## src/rtl/iserdes_bitslip_trainer.sv

```systemverilog
// Word-alignment trainer for an 8:1 deserializer: issues bitslip pulses until q matches
// TRAIN_PATTERN for MATCH_COUNT consecutive CLKDIV cycles, or gives up after all 8 alignments.
module iserdes_bitslip_trainer #(
  parameter logic [7:0] TRAIN_PATTERN = 8'hB4,
  parameter int         SETTLE_CYCLES = 4,
  parameter int         MATCH_COUNT   = 8
) (
  input  logic       CLKDIV,
  input  logic       RST,
  input  logic       start,
  input  logic [7:0] q,
  output logic       bitslip,
  output logic       busy,
  output logic       locked,
  output logic       fail,
  output logic [2:0] slip_count,
  output logic       lock_lost
);

  typedef enum logic [2:0] {IDLE, SETTLE, CHECK, SLIP, LOCKED, FAIL} state_t;

  localparam logic [3:0] SETTLE_LAST = 4'(SETTLE_CYCLES - 1);
  localparam logic [3:0] MATCH_LAST  = 4'(MATCH_COUNT - 1);

  state_t     state, state_nxt;
  logic [3:0] settle_cnt, settle_cnt_nxt;
  logic [3:0] match_cnt, match_cnt_nxt;
  logic [2:0] attempt_cnt, attempt_cnt_nxt;
  logic [2:0] slip_count_nxt;
  logic       lock_lost_nxt;
  logic       pattern_hit;

  assign pattern_hit = (q == TRAIN_PATTERN);

  always_comb begin
    state_nxt       = state;
    settle_cnt_nxt  = settle_cnt;
    match_cnt_nxt   = match_cnt;
    attempt_cnt_nxt = attempt_cnt;
    slip_count_nxt  = slip_count;
    lock_lost_nxt   = lock_lost;
    case (state)
      IDLE, LOCKED, FAIL: begin
        if (start) begin
          state_nxt       = SETTLE;
          settle_cnt_nxt  = 4'd0;
          match_cnt_nxt   = 4'd0;
          attempt_cnt_nxt = 3'd0;
          lock_lost_nxt   = 1'b0;
        end else if (state == LOCKED && !pattern_hit) begin
          lock_lost_nxt = 1'b1;
        end
      end
      SETTLE: begin
        if (settle_cnt == SETTLE_LAST) state_nxt = CHECK;
        else                           settle_cnt_nxt = settle_cnt + 4'd1;
      end
      CHECK: begin
        if (pattern_hit) begin
          if (match_cnt == MATCH_LAST) state_nxt = LOCKED;
          else                         match_cnt_nxt = match_cnt + 4'd1;
        end else begin
          match_cnt_nxt = 4'd0;
          if (attempt_cnt == 3'd7) begin
            state_nxt = FAIL;
          end else begin
            state_nxt      = SLIP;
            slip_count_nxt = slip_count + 3'd1;
          end
        end
      end
      SLIP: begin
        // The slip already happened on entry; count the attempt and re-settle.
        attempt_cnt_nxt = attempt_cnt + 3'd1;
        settle_cnt_nxt  = 4'd0;
        state_nxt       = SETTLE;
      end
      default: state_nxt = IDLE;
    endcase
  end

  always_ff @(posedge CLKDIV) begin
    if (RST) begin
      state       <= IDLE;
      settle_cnt  <= 4'd0;
      match_cnt   <= 4'd0;
      attempt_cnt <= 3'd0;
      slip_count  <= 3'd0;
      lock_lost   <= 1'b0;
      bitslip     <= 1'b0;
      busy        <= 1'b0;
      locked      <= 1'b0;
      fail        <= 1'b0;
    end else begin
      state       <= state_nxt;
      settle_cnt  <= settle_cnt_nxt;
      match_cnt   <= match_cnt_nxt;
      attempt_cnt <= attempt_cnt_nxt;
      slip_count  <= slip_count_nxt;
      lock_lost   <= lock_lost_nxt;
      bitslip     <= (state_nxt == SLIP);
      busy        <= (state_nxt == SETTLE) || (state_nxt == CHECK) || (state_nxt == SLIP);
      locked      <= (state_nxt == LOCKED);
      fail        <= (state_nxt == FAIL);
    end
  end

endmodule

```

## config.mk

```make
export PLATFORM = sky130hd
export DESIGN_NAME = iserdes_bitslip_trainer
export DESIGN_NICKNAME = d
export VERILOG_FILES = /design/src/rtl/iserdes_bitslip_trainer.sv
export SDC_FILE = /design/constraint.sdc
export NUM_CORES = 1
export LEC_CHECK = 0
export CAP_MARGIN = 20
export CELL_PAD_IN_SITES_DETAIL_PLACEMENT = 1
export CELL_PAD_IN_SITES_GLOBAL_PLACEMENT = 1
export CORE_MARGIN = 3
export CORE_UTILIZATION = 39
export DETAILED_ROUTE_END_ITERATION = 10
export PLACE_DENSITY = 0.89
export SLEW_MARGIN = 5
export SYNTH_ARGS = -nofsm -noshare
export SYNTH_HDL_FRONTEND = slang
export SYNTH_SLANG_ARGS = --single-unit
```

## constraint.sdc

```tcl
create_clock -name CLKDIV -period 2.2 [get_ports CLKDIV]
set_clock_uncertainty 0.15 [all_clocks]
set_input_delay 0.44 -clock CLKDIV [delete_from_list [all_inputs] [get_ports CLKDIV]]
set_output_delay 0.44 -clock CLKDIV [all_outputs]
set_load 0.1 [all_outputs]
```

---- Word level (Yosys, flattened, before mapping) ----
Cells that the tools add are included.
W data, S select, Z words.
storage, ports and cells
  input port bits ......................... 11
  register bits ........................... 22
operators by class
  mux-type cells .......................... 16
  reduce and logical (&&, ||, !) cells .... 15
  bitwise gates (word level) .............. 2
  equal/unequal tests ..................... 17
  add/sub/neg operators ................... 4
operators with widths
  kind                   number
  $mux W3                6
  $mux W4                4
  $eq A3 B3 Y1 const B   5
  $eq A3 B2 Y1 const B   4
  $pmux W3 S4            1
  $pmux W4 S3            1
  $reduce_and A3 Y1      3
  $add A4 B1 Y4 const B  2
  $eq A8 B8 Y1 const B   1
  $pmux W4 S2            1
  $add A3 B1 Y3 const B  2
  $eq A3 B1 Y1 const B   2
  $pmux W3 S2            1
  $reduce_bool A2 Y1     3
  $eq A4 B2 Y1 const B   1
  $eq A4 B3 Y1 const B   1
  $ne A2 B2 Y1 const B   2
  $reduce_and A2 Y1      2
  $logic_not A3 Y1       1
  $ne A3 B3 Y1 const B   1
  $reduce_bool A3 Y1     1
  $reduce_or A3 Y1       1
  $logic_or A1 B1 Y1     2
  $mux W1                2
  other kinds (3)        4

---- Depth between registers and ports, before layout ----
Gate-level depths: netlist of run 1.
  depth after elaboration ................. 7
  gate-level depth with buffers ........... 6

---- Least setup slack after synthesis of run 1 ----
No wires, ideal clock.
  path type ............................... input port to flip-flop
  from .................................... in q[1]
  to ...................................... reg locked
  arrival ................................. 1,810 ps
  cell stages on the path ................. 5
  slack ................................... 179 ps
  buffers on the path ..................... 1
  library setup time ...................... 60 ps
  path through ............................ or4b_1 > buf_2 > or2_4 > a2111oi_4 > and3_1
on the way
  word-level cells in the longest chain between the ends .. 4
ends and longest elaborated chain
  what                  line  source
  from (decl)           11    input logic [7:0] q,
  $eq A8 B8 Y1          33    assign pattern_hit = (q == TRAIN_PATTERN);
  $mux W3               59    if (pattern_hit) begin
  $pmux W3 S4           42    case (state)
  $eq A3 B3 Y1          103   locked <= (state_nxt == LOCKED);
  to (signal assigned)  103
  to (decl)             14    output logic locked,
No other way between the ends.
A chain may end at the register's enable or synchronous reset.

---- Worst setup path after layout of run 1 ----
  from .................................... reg attempt_cnt[0]
  to ...................................... reg slip_count[1]
on the way
  word-level cells in the longest chain between the ends .. 3
ends and longest elaborated chain
  what                                line  source
  from (decl)                         28    logic [2:0] attempt_cnt, attempt_cnt_nxt;
  from (signal assigned)              98    attempt_cnt <= attempt_cnt_nxt;
  $eq A3 B3 Y1                        64    if (attempt_cnt == 3'd7) begin
  $not A1 Y1 (no source line)         --
  $reduce_and A3 Y1 (no source line)  --
  to (signal assigned)                99    slip_count <= slip_count_nxt;
  to (decl)                           16    output logic [2:0] slip_count,
No other way between the ends.

==> run metrics, run 1 <==
status completed; Yosys reg bits 22; syn avg cell area between 9 and 10 um^2; Slew Limit Fails 0; worst reg2reg setup slack between 40 and 50 ps; Worst Path Max Fanout 3; Post-synth EDFFs 0; max cap viols 0; Top Ports 19; Total Wirelength about 4000 um; cell with the most instances after synthesis dfxtp_1; P_leak 0.580 nW; FF/Latch Area 440 um^2; Placed Area about 0.0014 mm^2; n_diodes 0; CP peak stage delay about 440 ps; Post-Syn Area about 0.0011 mm^2; Worst Hold Depth 2; gpl congestion 0.805; top post-synthesis cells by area dfxtp_1, nor2_1, ha_1, nand4b_1, a21oi_1; Remaining DRCs 0; Worst-Margin Slew between 400 and 500 ps; Fin Setup TNS 0 ps; Die Footprint 0.00360 mm^2; post-DP HPWL about 2300 um; die span in y between 50 and 60 um; Die Wd 60.0 um; root buf cell clkbuf_4; synth cell count leaders dfxtp_1, nor2_1, a21oi_1, clkbuf_1, ha_1; async set or reset register ratio after synthesis 0%; area grow syn2layout 27.2%; gate count of the mapped netlist roughly 120; most common flop cell mapped by yosys dfxtp_1; worst skew pair latency between 300 and 400 ps; Final Setup Violations 0; crit-path most repeated cell ha_1; Inserted Clock Buffers 3; core box area about 0.0026 mm^2; Hold EP settle_cnt[2]; Mapped Nets ~140; worst r2r src attempt_cnt[0]; Hold Path Class reg -> reg; Max Fclk between 400 and 500 MHz; YS warnings 0; Reg2Reg Depth 7; CTS tree yes; hold buffer count at CTS 0; critical path class reg -> reg; Yosys cell types 42; largest net degree at the start of global routing 14; via count between 1000 and 1500; Total GRT Usage between 20% and 30%; Tcrit/Tclk final 98.1%; H-Tree Depth 1; clock sink count 22; CTS clock-pin slew for the worst setup and hold paths approximately 150 ps; Row Count 18; PwrDens just under 600 mW/mm^2; initial antenna violation count 0; Layout Nets approximately 160; top cell type's share of synthesized area between 30% and 40%; CP arrival 2250 ps; first-pass GRT wire length approximately 5600 um; Cell Chain, Critical Path ha_1, ha_1, nor4b_2, o21a_2, buf_4, mux2i_1, nor2_1; vias in the first global route 1137; worst flop-to-flop path endpoint slip_count[1]; initial drt markers 32; largest area contributor in the netlist dfxtp_1; routed len/inst 23.1 um; Startpoint Class flop; Max-slew headroom 68.0%; worst-path cell with the longest stage delay nor4b_2; Req. time, crit path about 2300 ps; final hold vios 0; Layout Cell Area excl Fill about 0.0014 mm^2; Fillers about 290; Longest Clk Path Bufs 2; Initial Util 43.5%; multi-input logic area a little under 700 um^2; Seq/Total Area, Yosys between 30% and 40%; Worst Setup SP attempt_cnt[0]; layout cell share with drive strength beyond 1 between 20 and 25%; Setup crit end kind flop; post-route minimum period ~2200 ps; via/cell ratio ~6.4; aggregate global routing overflow 0; worst hold path startpoint settle_cnt[2]; maximum vdd drop slightly above 500 uV; Detail Route Antenna Nets 0; PortBufs 18; DRT Pass-1 Iters 4
power by group:
part | internal (W) | switching [W] | leakage [nW] | total, W
sequential | 0.000404 | 0.00000788 | 0.178 | 0.000412
clock | 0.000185 | 0.000155 | 0.0279 | 0.000339
combinational | 0.0000379 | 0.0000550 | 0.374 | 0.0000930
final cells by class:
cell class,count,share of cell area (%)
tap,30,2.60
timing repair buffer,26,15.9
multi-input combinational,92,47.1
clock buffer,3,1.56
clock inverter,1,2.08
sequential,22,30.5
inverter,1,0.260
worst max-delay path, delay by kind of cell (launching register included):
kind,cells,cell delay (ps)
mux,1,230
simple gates,2,500
buf+inv,1,150
fa+ha+maj,2,430
flops,1,360
compound gates,1,240
cells in the final DEF, fill, tap and decap left out, types with 3 or more instances in the layout:
| cell | count |
|---|---|
| buf_4 | 16 |
| mux2i_1 | 3 |
| nand3_1 | 4 |
| ha_1 | 5 |
| nand2_1 | 4 |
| dfxtp_1 | 22 |
| dlymetal6s2s_1 | 4 |
| nor2b_1 | 3 |
| a21oi_1 | 6 |
| clkdlybuf4s50_1 | 6 |
| o21ai_0 | 4 |
| nor2_1 | 17 |
| a211oi_1 | 4 |
| o211ai_1 | 3 |
| clkbuf_4 | 3 |
| nand4b_1 | 4 |
flip-flops by register name, summed over array words and instances, names as in the netlist:
name,count
attempt_cnt,3
bitslip,1
busy,1
fail,1
lock_lost,1
locked,1
match_cnt,4
settle_cnt,4
slip_count,3
state,3
kinds of logic (layout without fill, tap and decap cells):
| kind of cell | Yosys count | in the layout | share of synthesized area [%] |
|---|---|---|---|
| AOI/OAI and AO/OA | 30 | 30 | 20.3 |
| xor gates and xnor gates | 4 | 4 | 3.08 |
| adders and majority gates | 5 | 5 | 5.51 |
| buffers and inverters | 8 | 31 | 2.75 |
| DFF | 22 | 22 | 38.8 |
| muxes | 4 | 4 | 3.63 |
| and+or+nand+nor | 49 | 49 | 26.0 |
how the worst max path moves through the flow:
stage / endpoint / depth (start not counted)
4_1_cts: fail / 5
3_3_place_gp: locked / 5
2_1_floorplan: locked / 5
3_5_place_dp: busy / 5
5_1_grt: slip_count[1] / 7
6_report: slip_count[1] / 7
metrics by stage:
stage                     hold WS, ps  utilization, %  power (W)  setup slack [ps]  instances
after CTS                         357            53.9   0.000831              6.25        173
after global routing              382            55.3   0.000862           -0.0620        175
after floorplan                   308               -   0.000465               179        122
after detailed placement          325            51.7   0.000502              -382        169
after global placement            316            51.7   0.000497              -294        169
final                             357            55.3   0.000844              42.5        175
routing by layer:
layer	vias to the layer above	global-route usage, %	part of all wire [%]
met5	-	0	0
li1	497	-	-
met3	20	4.97	4.6
met4	0	9.18	5.5
met2	50	36.7	48
met1	555	25.5	42
repair_timing:
item | in CTS | in global routing
setup buffers | 0 | 2
setup endpoints to repair | 5 | 6
pin swaps | 0 | 4
gates cloned | 0 | 0
endpoints found under the hold margin | 0 | 0
resized for setup | 1 | 6
Note: power is estimated with default switching activity, not from simulation.
==> run 2, diff against run 1 <==
- CTS_CLUSTER_SIZE: default -> 8
==> results of run 2 <==
The final DEF is identical to that of run 1; final timing and power are the same.
